--- src/rtl/divider_pkg.sv ---
`default_nettype none
// ============================================================================
//  Module      : divider_pkg
//  Description : Shared types and helpers for the sequential restoring divider.
//  Revision    : 1.0 - initial release
// ============================================================================
package divider_pkg;

    typedef enum logic [1:0] {
        ST_IDLE = 2'd0,
        ST_CALC = 2'd1,
        ST_DONE = 2'd2
    } state_t;

    // Each quotient bit is filled with this value on a divide by zero.
    localparam logic ZERO_QUO_FILL = 1'b1;

    function automatic int clog2(input int value);
        int r;
        r = 0;
        while ((1 << r) < value) begin
            r = r + 1;
        end
        return r;
    endfunction

endpackage : divider_pkg
`default_nettype wire

--- src/rtl/divider_nbit_seq_if.sv ---
`default_nettype none
// ============================================================================
//  Module      : divider_nbit_seq_if
//  Description : Start/ready request and result bundle of the divider.
//  Revision    : 1.0 - initial release
// ============================================================================
interface divider_nbit_seq_if #(
    parameter int N = 4
) ();

    logic         start;
    logic [N-1:0] dvd;
    logic [N-1:0] dvs;
    logic         ready;
    logic         busy;
    logic         done;
    logic [N-1:0] quo;
    logic [N-1:0] rem;
    logic         div_by_zero;

    modport master (
        output start, dvd, dvs,
        input  ready, busy, done, quo, rem, div_by_zero
    );

    modport slave (
        input  start, dvd, dvs,
        output ready, busy, done, quo, rem, div_by_zero
    );

endinterface : divider_nbit_seq_if
`default_nettype wire

--- src/rtl/restoring_div_step.sv ---
`default_nettype none
// ============================================================================
//  Module      : restoring_div_step
//  Description : One combinational restoring-division iteration (shift, trial
//                subtract, conditional restore).
//  Revision    : 1.0 - initial release
// ============================================================================
module restoring_div_step #(
    parameter int N = 4
) (
    input  wire logic [N:0]   a,
    input  wire logic [N-1:0] q,
    input  wire logic [N-1:0] m,
    output logic      [N:0]   a_next,
    output logic      [N-1:0] q_next
);

    logic [2*N:0] w_aq_shifted;
    logic [N:0]   w_a_shifted;
    logic [N:0]   w_trial;

    assign w_aq_shifted = {a, q} << 1;
    assign w_a_shifted  = w_aq_shifted[2*N:N];

    // N+1 bits keep a shifted partial remainder near 2^N from wrapping.
    assign w_trial = w_a_shifted - {1'b0, m};

    always_comb begin
        a_next = w_a_shifted;
        q_next = w_aq_shifted[N-1:0];
        if (!w_trial[N]) begin
            a_next    = w_trial;
            q_next[0] = 1'b1;
        end
    end

endmodule : restoring_div_step
`default_nettype wire

--- src/rtl/divider_nbit_seq.sv ---
`default_nettype none
// ============================================================================
//  Module      : divider_nbit_seq
//  Description : Sequential unsigned N-bit restoring divider, one quotient bit
//                per clock, with start/ready handshake and done pulse.
//  Revision    : 1.0 - initial release
// ============================================================================
module divider_nbit_seq
    import divider_pkg::*;
#(
    parameter int N = 4
) (
    input  wire logic          clk,
    input  wire logic          rst,
    divider_nbit_seq_if.slave  bus
);

    localparam int CW = clog2(N + 1);

    state_t         r_state;
    state_t         w_state_next;

    logic [N:0]     r_a;
    logic [N-1:0]   r_q;
    logic [N-1:0]   r_m;
    logic [CW-1:0]  r_count;
    logic [N-1:0]   r_quo;
    logic [N-1:0]   r_rem;
    logic           r_dbz;

    logic [N:0]     w_a_next;
    logic [N-1:0]   w_q_next;
    logic           w_accept;
    logic           w_last;
    logic           w_ready;
    logic           w_busy;
    logic           w_done;

    assign w_accept = (r_state == ST_IDLE) && bus.start;
    assign w_last   = (r_count == CW'(1));

    restoring_div_step #(
        .N (N)
    ) u_step (
        .a      (r_a),
        .q      (r_q),
        .m      (r_m),
        .a_next (w_a_next),
        .q_next (w_q_next)
    );

    always_ff @(posedge clk) begin
        if (rst) begin
            r_state <= ST_IDLE;
        end else begin
            r_state <= w_state_next;
        end
    end

    always_comb begin
        w_state_next = r_state;
        w_ready      = 1'b0;
        w_busy       = 1'b0;
        w_done       = 1'b0;
        case (r_state)
            ST_IDLE: begin
                w_ready = 1'b1;
                if (bus.start) begin
                    w_state_next = (bus.dvs == '0) ? ST_DONE : ST_CALC;
                end
            end
            ST_CALC: begin
                w_busy = 1'b1;
                if (w_last) begin
                    w_state_next = ST_DONE;
                end
            end
            ST_DONE: begin
                w_done       = 1'b1;
                w_state_next = ST_IDLE;
            end
            default: begin
                w_state_next = ST_IDLE;
            end
        endcase
    end

    always_ff @(posedge clk) begin
        if (rst) begin
            r_a     <= '0;
            r_q     <= '0;
            r_m     <= '0;
            r_count <= '0;
            r_quo   <= '0;
            r_rem   <= '0;
            r_dbz   <= 1'b0;
        end else begin
            if (w_accept) begin
                r_a     <= '0;
                r_q     <= bus.dvd;
                r_m     <= bus.dvs;
                r_count <= CW'(N);
                // A zero divisor skips iteration; its result is latched now so it
                // is already valid in the following DONE cycle.
                if (bus.dvs == '0) begin
                    r_quo <= {N{ZERO_QUO_FILL}};
                    r_rem <= bus.dvd;
                    r_dbz <= 1'b1;
                end else begin
                    r_dbz <= 1'b0;
                end
            end else if (r_state == ST_CALC) begin
                r_a     <= w_a_next;
                r_q     <= w_q_next;
                r_count <= r_count - CW'(1);
                if (w_last) begin
                    r_quo <= w_q_next;
                    r_rem <= w_a_next[N-1:0];
                end
            end
        end
    end

    assign bus.ready       = w_ready;
    assign bus.busy        = w_busy;
    assign bus.done        = w_done;
    assign bus.quo         = r_quo;
    assign bus.rem         = r_rem;
    assign bus.div_by_zero = r_dbz;

endmodule : divider_nbit_seq
`default_nettype wire

--- src/flat_wrapper.sv ---
// flat-port wrapper written by rule: the top's interface ports become plain ports
module divider_nbit_seq_flat import divider_pkg::*;
#(
    parameter int N = 4
)
  (clk, rst, bus_start, bus_dvd, bus_dvs, bus_ready, bus_busy, bus_done, bus_quo, bus_rem, bus_div_by_zero);
  divider_nbit_seq_if #(.N(N)) bus_i ();
  input  wire logic clk;
  input  wire logic rst;
  input wire logic [$bits(bus_i.start)-1:0] bus_start;
  input wire logic [$bits(bus_i.dvd)-1:0] bus_dvd;
  input wire logic [$bits(bus_i.dvs)-1:0] bus_dvs;
  output wire logic [$bits(bus_i.ready)-1:0] bus_ready;
  output wire logic [$bits(bus_i.busy)-1:0] bus_busy;
  output wire logic [$bits(bus_i.done)-1:0] bus_done;
  output wire logic [$bits(bus_i.quo)-1:0] bus_quo;
  output wire logic [$bits(bus_i.rem)-1:0] bus_rem;
  output wire logic [$bits(bus_i.div_by_zero)-1:0] bus_div_by_zero;
  assign bus_i.start = bus_start;
  assign bus_i.dvd = bus_dvd;
  assign bus_i.dvs = bus_dvs;
  assign bus_ready = bus_i.ready;
  assign bus_busy = bus_i.busy;
  assign bus_done = bus_i.done;
  assign bus_quo = bus_i.quo;
  assign bus_rem = bus_i.rem;
  assign bus_div_by_zero = bus_i.div_by_zero;
  divider_nbit_seq #(.N(N)) u_core (.clk(clk), .rst(rst), .bus(bus_i));
endmodule
--- config.mk ---
export PLATFORM = sky130hd
export DESIGN_NAME = divider_nbit_seq_flat
export DESIGN_NICKNAME = d
export VERILOG_FILES = /design/src/rtl/divider_pkg.sv /design/src/rtl/divider_nbit_seq_if.sv /design/src/rtl/restoring_div_step.sv /design/src/rtl/divider_nbit_seq.sv /design/src/flat_wrapper.sv
export SDC_FILE = /design/constraint.sdc
export NUM_CORES = 1
export LEC_CHECK = 0
export ABC_AREA = 1
export CELL_PAD_IN_SITES_DETAIL_PLACEMENT = 1
export CELL_PAD_IN_SITES_GLOBAL_PLACEMENT = 2
export CORE_MARGIN = 10
export CORE_UTILIZATION = 31
export DETAILED_ROUTE_END_ITERATION = 12
export GPL_TIMING_DRIVEN = 0
export PLACE_DENSITY = 0.86
export SLEW_MARGIN = 25
export SYNTH_ARGS = -nofsm -noshare
export SYNTH_HDL_FRONTEND = slang
export SYNTH_HIERARCHICAL = 1
export SYNTH_SLANG_ARGS = --single-unit
--- constraint.sdc ---
create_clock -name clk -period 6.7 [get_ports clk]
set_clock_uncertainty 0.15 [all_clocks]
set_input_delay 1.005 -clock clk [delete_from_list [all_inputs] [get_ports clk]]
set_output_delay 1.005 -clock clk [all_outputs]
set_load 0.1 [all_outputs]
Word-level counts from Yosys, hierarchy flattened. Index checks and enable logic that the tools add are counted.

Input port bits: 11. Register bits after elaboration: 26. Word-level logic and storage cells: 47.

Add/subtract/negate cells: 2. Reduce and logical (&&, ||, !) cells: 8. Equal/unequal tests: 6. Mux-type cells: 22.

Operators by type and width (count): $mux W4 (11); $mux W2 (3); $mux W3 (2); $mux W1 (5); $sub A5 B4 Y5 (1); $logic_not A4 Y1 (1); $ne A2 B2 Y1 const B (2); $pmux W2 S2 (1); $reduce_bool A2 Y1 (2); $eq A3 B1 Y1 const B (1); $reduce_and A3 Y1 (1); $sub A3 B1 Y3 const B (1); $eq A2 B1 Y1 const B (1); $eq A2 B2 Y1 const B (1); $logic_not A2 Y1 (1); $ne A2 B1 Y1 const B (1); $reduce_and A2 Y1 (1); $reduce_or A2 Y1 (1); $logic_and A1 B1 Y1 (1).

Depth between registers and ports, before layout. Gate-level depths: netlist of run 1.

Depth in word-level cells: 5. Gate-level depth with buffers: 15. Gate-level depth less buffers: 15.

Hierarchy. The synthesis of run 1 kept the hierarchy.

By module, submodules not included: divider_nbit_seq (times used 1, seq. area each 540.5 um^2, area each 1214.9 um^2, cells each 171); restoring_div_step (times used 1, seq. area each 0.0 um^2, area each 221.5 um^2, cells each 36).

Worst setup path before layout of run 1. OpenSTA, ideal clock, no wires.

Kind: register to output. From: register u_core.r_state[1]. To: output port bus_done. Slack: 3888 ps. Required time: 5545 ps. Cell stages (with the launch flop): 3. Buffers on the path: 0. Arrival: 1657 ps. Path through: dfxtp_1 inv_2 nor2_1.

Longest elaborated chain between the ends: 2.

Ends and longest elaborated chain: start, declared (line divider_nbit_seq.sv:20) `state_t r_state;`; start signal, assigned (line divider_nbit_seq.sv:56) `r_state <= w_state_next;`; $eq A2 B2 Y1 (line divider_nbit_seq.sv:65) `case (r_state)`; $mux W1 (line divider_nbit_seq.sv:65); end, declared (line flat_wrapper.sv:15) `output wire logic [$bits(bus_i.done)-1:0] bus_done;`.

No other way between the ends.

Worst setup path after layout of run 1.
From: register u_core.r_state[0]. To: output port bus_busy.

Longest elaborated chain between the ends: 2.

Ends and longest elaborated chain: $eq A2 B1 Y1 (line divider_nbit_seq.sv:65); $mux W1 (line divider_nbit_seq.sv:65); end, declared (line flat_wrapper.sv:14) `output wire logic [$bits(bus_i.busy)-1:0] bus_busy;`.

No other way between the ends.

==> summary.txt, run 1 <==
Outcome
  – Outcome: complete, no violations

Drt
  – Final ANT Viol Nets: 0
  – Average via count per standard cell: between 4 and 5
  – WL final: 3640 µm
  – Initial DRT Pass Iterations: 4
  – Via count: ~1300
  – WL per Instance: about 13 µm
  – Starting DRT DRC Count: between 40 and 50
  – Post-route DRC: 0

CTS
  – CTS tree: yes
  – Clock latency on the worst-skew pair: about 0.27 ns
  – CTS root buffer: clkbuf_8
  – Number of CTS-inserted buffers: 3
  – Gates resized, CTS repair: 0
  – Clock Pin Slew Worst Setup and Hold Paths: around 0.10 ns
  – CTS H-tree depth: 1
  – Hold buffer count at cts: 0
  – Clk sinks: 26
  – Post-CTS Setup Repair Bufs: 0
  – Longest Clk Path Bufs: 2

Die
  – Die X: about 87 µm
  – Die extent in y: 87.3 µm
  – Num ports: 23
  – Placeable Area: roughly 4400 µm²
  – Row count: 24
  – Die Area: ~7600 µm²
  – Starting Density: 0.320

Critical path
  – Critical path's largest stage delay: roughly 1.1 ns
  – CP required: ~5.5 ns
  – Worst r2r src: u_core/r_q[3]
  – Crit. End Element: output pin
  – Worst path arrival time: 2.29 ns
  – CP bufs+invs: 3
  – WP depth: 4
  – Crit. Startpoint: u_core/r_state[0]
  – Reg2Reg Depth: 15
  – CP Cell Sequence: nand2_4 > clkinv_2 > buf_6 > clkdlybuf4s50_1
  – CP max FO: 9
  – CP startpoint kind: flop
  – Largest delay share family, worst path: buffers and inverters
  – Slowest stage cell, crit path: clkdlybuf4s50_1
  – Critical path class: reg -> out

STA
  – RSZ-0062 raised after global routing: no
  – Fmax: between 200 and 300 MHz
  – Setup Viol. Count Final: 0
  – Setup TNS: 0 ns
  – Crit share post-route: 0.514
  – Pins Over Slew Limit: 0
  – Tmin final: ~3.4 ns
  – Worst Tran Pin Value: 0.976 ns
  – Post-route worst setup slack: around 3.3 ns
  – Rel. slew slack: 0.348
  – Hold Fails Final Rpt: 0

Flow run
  – Total of max-cap violations: 0

Hold path
  – HP Start: u_core/bus.div_by_zero
  – Worst hold path class: reg -> reg
  – WHS Path Cells: 2

Global route
  – GR Overflow Total: 0
  – Initial antenna violation count: 0
  – Pin count of the biggest net entering global routing: 16
  – First-pass GRT wire length: about 6300 µm
  – Vias in the first global route: around 1400
  – GRT Total Usage: 0.102

Layout
  – Fillers: slightly below 600
  – Diode count: 0
  – Nets: roughly 250
  – Storage cell area: roughly 520 µm²
  – Area of the multi-input gates: 704 µm²
  – Synth-to-Final Area Change: 24.7%
  – Layout cells sized above 1: 0.0965

Pwr
  – Part of the power in registers: 0.412
  – Worst IR Drop VDD: between 0.08 and 0.09 mV
  – Sw Share: 0.322
  – Tot Pwr: 413 µW
  – P_int: 280 µW
  – Leak Pwr: ~0.00084 µW
  – PD cells: 236 nW/µm²
  – Psw: 133 µW
  – Power share of the combinational group: 0.269
  – Clock power share: 0.320

Placed design
  – Pre-CTS WS: between 3 and 4 ns
  – Port buffer count: 21
  – Placer Congestion: 0.776
  – DP HPWL: around 2900 µm

Synth
  – Syn_nets: approximately 220
  – Synthesized area per cell: roughly 7 µm²
  – Post-Syn Area: around 1400 µm²
  – Synth warnings: 6
  – Post-Synthesis Cells: just over 200
-- worst register-to-register path, cell delays in order (launching register included) --
cell      delay [ns]
dfxtp_1         0.37
inv_1           0.05
ha_1            0.22
fa_1            0.36
inv_1           0.09
a21oi_1         0.07
o21bai_1        0.14
ha_1            0.30
inv_1           0.19
a21oi_1         0.05
o21ai_0         0.08
nand2_1         0.12
nand2_1         0.10
nand2_1         0.06
nor2_1          0.12
nor2_1          0.06
-- worst paths after layout --
| check | endpoint | slack (ns) |
|---|---|---|
| setup / recovery | bus_busy | 3.26 |
| hold / removal | u_core/bus.div_by_zero | 0.32 |
| setup reg to reg | u_core/bus.rem[2] | 4.09 |
| hold reg to reg | u_core/bus.div_by_zero | 0.32 |
-- power groups by stage --
| stage | Clock (µW) | Sequential [µW] | Combinational (µW) |
|---|---|---|---|
| after floorplan | 0 | 185 | 69.8 |
| after global placement | 0 | 173 | 110 |
| after detailed placement | 0 | 174 | 112 |
| after CTS | 134 | 170 | 112 |
| after global routing | 143 | 172 | 125 |
| final | 132 | 170 | 111 |
-- through the flow --
| stage | hold WS (ns) | cell area (µm²) | util | cells |
|---|---|---|---|---|
| 3_5_place_dp | 0.310 | 1680 | 0.383 | 276 |
| 6_report | 0.321 | 1750 | 0.399 | 280 |
| 3_3_place_gp | 0.303 | 1680 | 0.383 | 276 |
| 2_1_floorplan | 0.300 | 1400 | - | 203 |
| 4_1_cts | 0.325 | 1750 | 0.399 | 280 |
| 5_1_grt | 0.343 | 1750 | 0.399 | 280 |
-- sequential cells by signal, indices dropped and copies added (netlist names) --
signal	count
u_core/bus.div_by_zero	1
u_core/r_state	2
u_core/r_m	4
u_core/r_a	4
u_core/r_q	4
u_core/bus.rem	4
u_core/r_count	3
u_core/bus.quo	4
-- per-layer routing --
layer | routed length, µm | up-vias | global-route usage
met1 | 1770 | 621 | 0.126
li1 | - | 675 | -
met2 | 1680 | 16 | 0.168
met3 | 124 | 4 | 0.0178
met5 | 0 | - | 0
met4 | 59 | 0 | 0.0435
-- cell type report --
class	count	share of cell area
sequential	26	0.297
clock buffer	3	0.0236
timing repair buffer	21	0.120
tap	52	0.0372
inverter	32	0.0708
multi-input combinational	138	0.402
buffer	7	0.0315
clock inverter	1	0.0172
-- layout by cell type (no fill, tap or decap) --
cell and instances:
fa_1 1, ha_1 7, inv_2 1, nor2_4 1, clkdlybuf4s50_1 21, buf_2 2
dfxtp_1 26, nor2_1 14, nor2_8 1, nand3_1 14, bufinv_16 1, a31oi_1 4
clkinv_2 1, o21bai_1 1, a21oi_1 14, o21ai_0 9, nor2_2 2, buf_4 3
nand2_4 2, nand2_2 2, inv_1 29, nand2_1 66, buf_6 2, clkbuf_8 3
inv_4 1
No activity file was read; power rests on OpenSTA's default activity.
==> run 2, diff against run 1 <==
Settings changed: CORE_UTILIZATION 31 to 29, PLACE_DENSITY 0.86 to 0.81.
Clock period 6.7 ns to 3.3 ns, I/O delays scaled along.
==> summary.txt, run 2 (synthesis results as in run 1) <==
Critical path
  – Reg2Reg Depth: 15
  – Flop2flop setup slack: approximately 0.7 ns
  – Crit. End Element: output pin
  – CP required: approximately 2.7 ns
  – CP max FO: 9
  – Worst path arrival time: between 2 and 2.5 ns
  – Worst r2r src: u_core/r_q[3]
  – Critical path class: reg -> out
  – CP startpoint kind: flop
  – Worst flop-to-flop path endpoint: u_core/bus.rem[2]

Layout
  – Nets: roughly 250
  – Final non-filler cell total: around 280
  – Area of the multi-input gates: 704 µm²
  – Synth-to-Final Area Change: 24.9%
  – Diode count: 0
  – Commonest non-fill, non-tap cell in the layout: nand2_1
  – Fillers: 611
  – Layout cells sized above 1: 0.0965
  – Commonest cells after routing, fill and taps aside: 66 x nand2_1, 29 x inv_1, 26 x dfxtp_1
  – Storage cell area: 520 µm²

Die
  – Die X: between 80 and 90 µm
  – Die extent in y: about 90 µm
  – Starting Density: 0.299
  – Die Area: 8020 µm²
  – Row count: 25
  – Placeable Area: between 4000 and 5000 µm²
  – Num ports: 23

CTS
  – Hold buffer count at cts: 0
  – CTS tree: yes
  – CTS root buffer: clkbuf_8
  – CTS H-tree depth: 1
  – Clk sinks: 26
  – Clock latency on the worst-skew pair: ~0.27 ns
  – Post-CTS Setup Repair Bufs: 0
  – Clock Pin Slew Worst Setup and Hold Paths: approximately 0.10 ns
  – Number of CTS-inserted buffers: 3
  – Gates resized, CTS repair: 0
  – Longest Clk Path Bufs: 2

Hold path
  – Hold Path End: u_core/bus.div_by_zero
  – Worst hold path class: reg -> reg
  – HP Start: u_core/bus.div_by_zero
  – WHS Path Cells: 2

Outcome
  – Outcome: complete, no violations

Flow run
  – Total of max-cap violations: 0

STA
  – Hold Fails Final Rpt: 0
  – Fmax: roughly 340 MHz
  – Pins Over Slew Limit: 0
  – Rel. slew slack: 0.343
  – Post-route worst setup slack: roughly 0.37 ns
  – Setup TNS: 0 ns
  – Worst Tran Pin Value: 0.982 ns
  – Setup Viol. Count Final: 0
  – Tmin final: 2.93 ns
  – Crit share post-route: 0.889
  – RSZ-0062 raised after global routing: no

Drt
  – WL final: roughly 3600 µm
  – WL per Instance: roughly 13 µm
  – Via count: 1293
  – Final ANT Viol Nets: 0
  – Starting DRT DRC Count: 35
  – Post-route DRC: 0
  – Initial DRT Pass Iterations: 4
  – Average via count per standard cell: ~4.6

Global route
  – Initial antenna violation count: 0
  – GRT Total Usage: 0.0981
  – Pin count of the biggest net entering global routing: 16
  – First-pass GRT wire length: just over 6000 µm
  – GR Overflow Total: 0
  – Vias in the first global route: approximately 1300

Pwr
  – PD cells: about 480 nW/µm²
  – Leak Pwr: between 0.0008 and 0.0009 µW
  – Worst IR Drop VDD: around 0.18 mV

Placed design
  – DP HPWL: around 2900 µm
  – Placed cells: 278
  – Placer Congestion: between 0.7 and 0.8
  – Port buffer count: 21
  – Pre-CTS WS: 0.655 ns
==> run 2: cell counts in the layout (fill, tap and decap cells not counted) <==
Identical to the previous run, type by type.
==> run 2: how the worst max path moves through the flow <==
| stage | startpoint | cells after the start | slack (ns) | endpoint |
|---|---|---|---|---|
| 6_report | u_core/r_state[0] | 4 | 0.37 | bus_busy |
| 3_5_place_dp | u_core/r_state[0] | 4 | 0.65 | bus_busy |
| 5_1_grt | u_core/r_state[0] | 4 | 0.26 | bus_busy |
| 4_1_cts | u_core/r_state[0] | 4 | 0.34 | bus_busy |
| 3_3_place_gp | u_core/r_state[0] | 4 | 0.66 | bus_busy |
| 2_1_floorplan | u_core/r_state[1] | 2 | 1.0 | bus_done |
==> run 2: critical path: stages (launching register included) <==
cell	delay, ns
dfxtp_1	0.46
nand2_4	0.15
clkinv_2	0.12
buf_6	0.14
clkdlybuf4s50_1	1.13
==> run 2: final cells by class <==
cell class                 count  area share
buffer                         7      0.0314
clock buffer                   3      0.0236
clock inverter                 1      0.0171
inverter                      32      0.0707
multi-input combinational    138       0.402
sequential                    26       0.297
tap                           54      0.0385
timing repair buffer          21       0.120
==> run 2: routing by layer <==
layer / global-route usage / part of all wire / up-vias
met5: 0 / 0 / -
met4: 0.0462 / 0.019 / 0
met3: 0.0153 / 0.032 / 4
met2: 0.155 / 0.44 / 17
met1: 0.127 / 0.51 / 597
li1: - / - / 675
==> run 2: stage by stage <==
step	power (µW)	hold WS [ns]	cell area, µm²	util
3_5_place_dp	579	0.314	1680	0.358
2_1_floorplan	516	0.300	1400	-
6_report	837	0.324	1750	0.374
4_1_cts	852	0.329	1750	0.374
3_3_place_gp	578	0.304	1680	0.358
5_1_grt	894	0.353	1750	0.374
==> run 2: report_power, final <==
| part | internal (µW) | switching [µW] |
|---|---|---|
| clock network | 162 | 105 |
| registers | 332 | 12.5 |
| logic | 73.4 | 151 |
| total | 568 | 269 |
==> run 3, diff against run 2 <==
Settings changed: CTS_CLUSTER_DIAMETER set to 50.
==> results of run 3 <==
The final DEF is identical to that of run 2; final timing and power are the same.
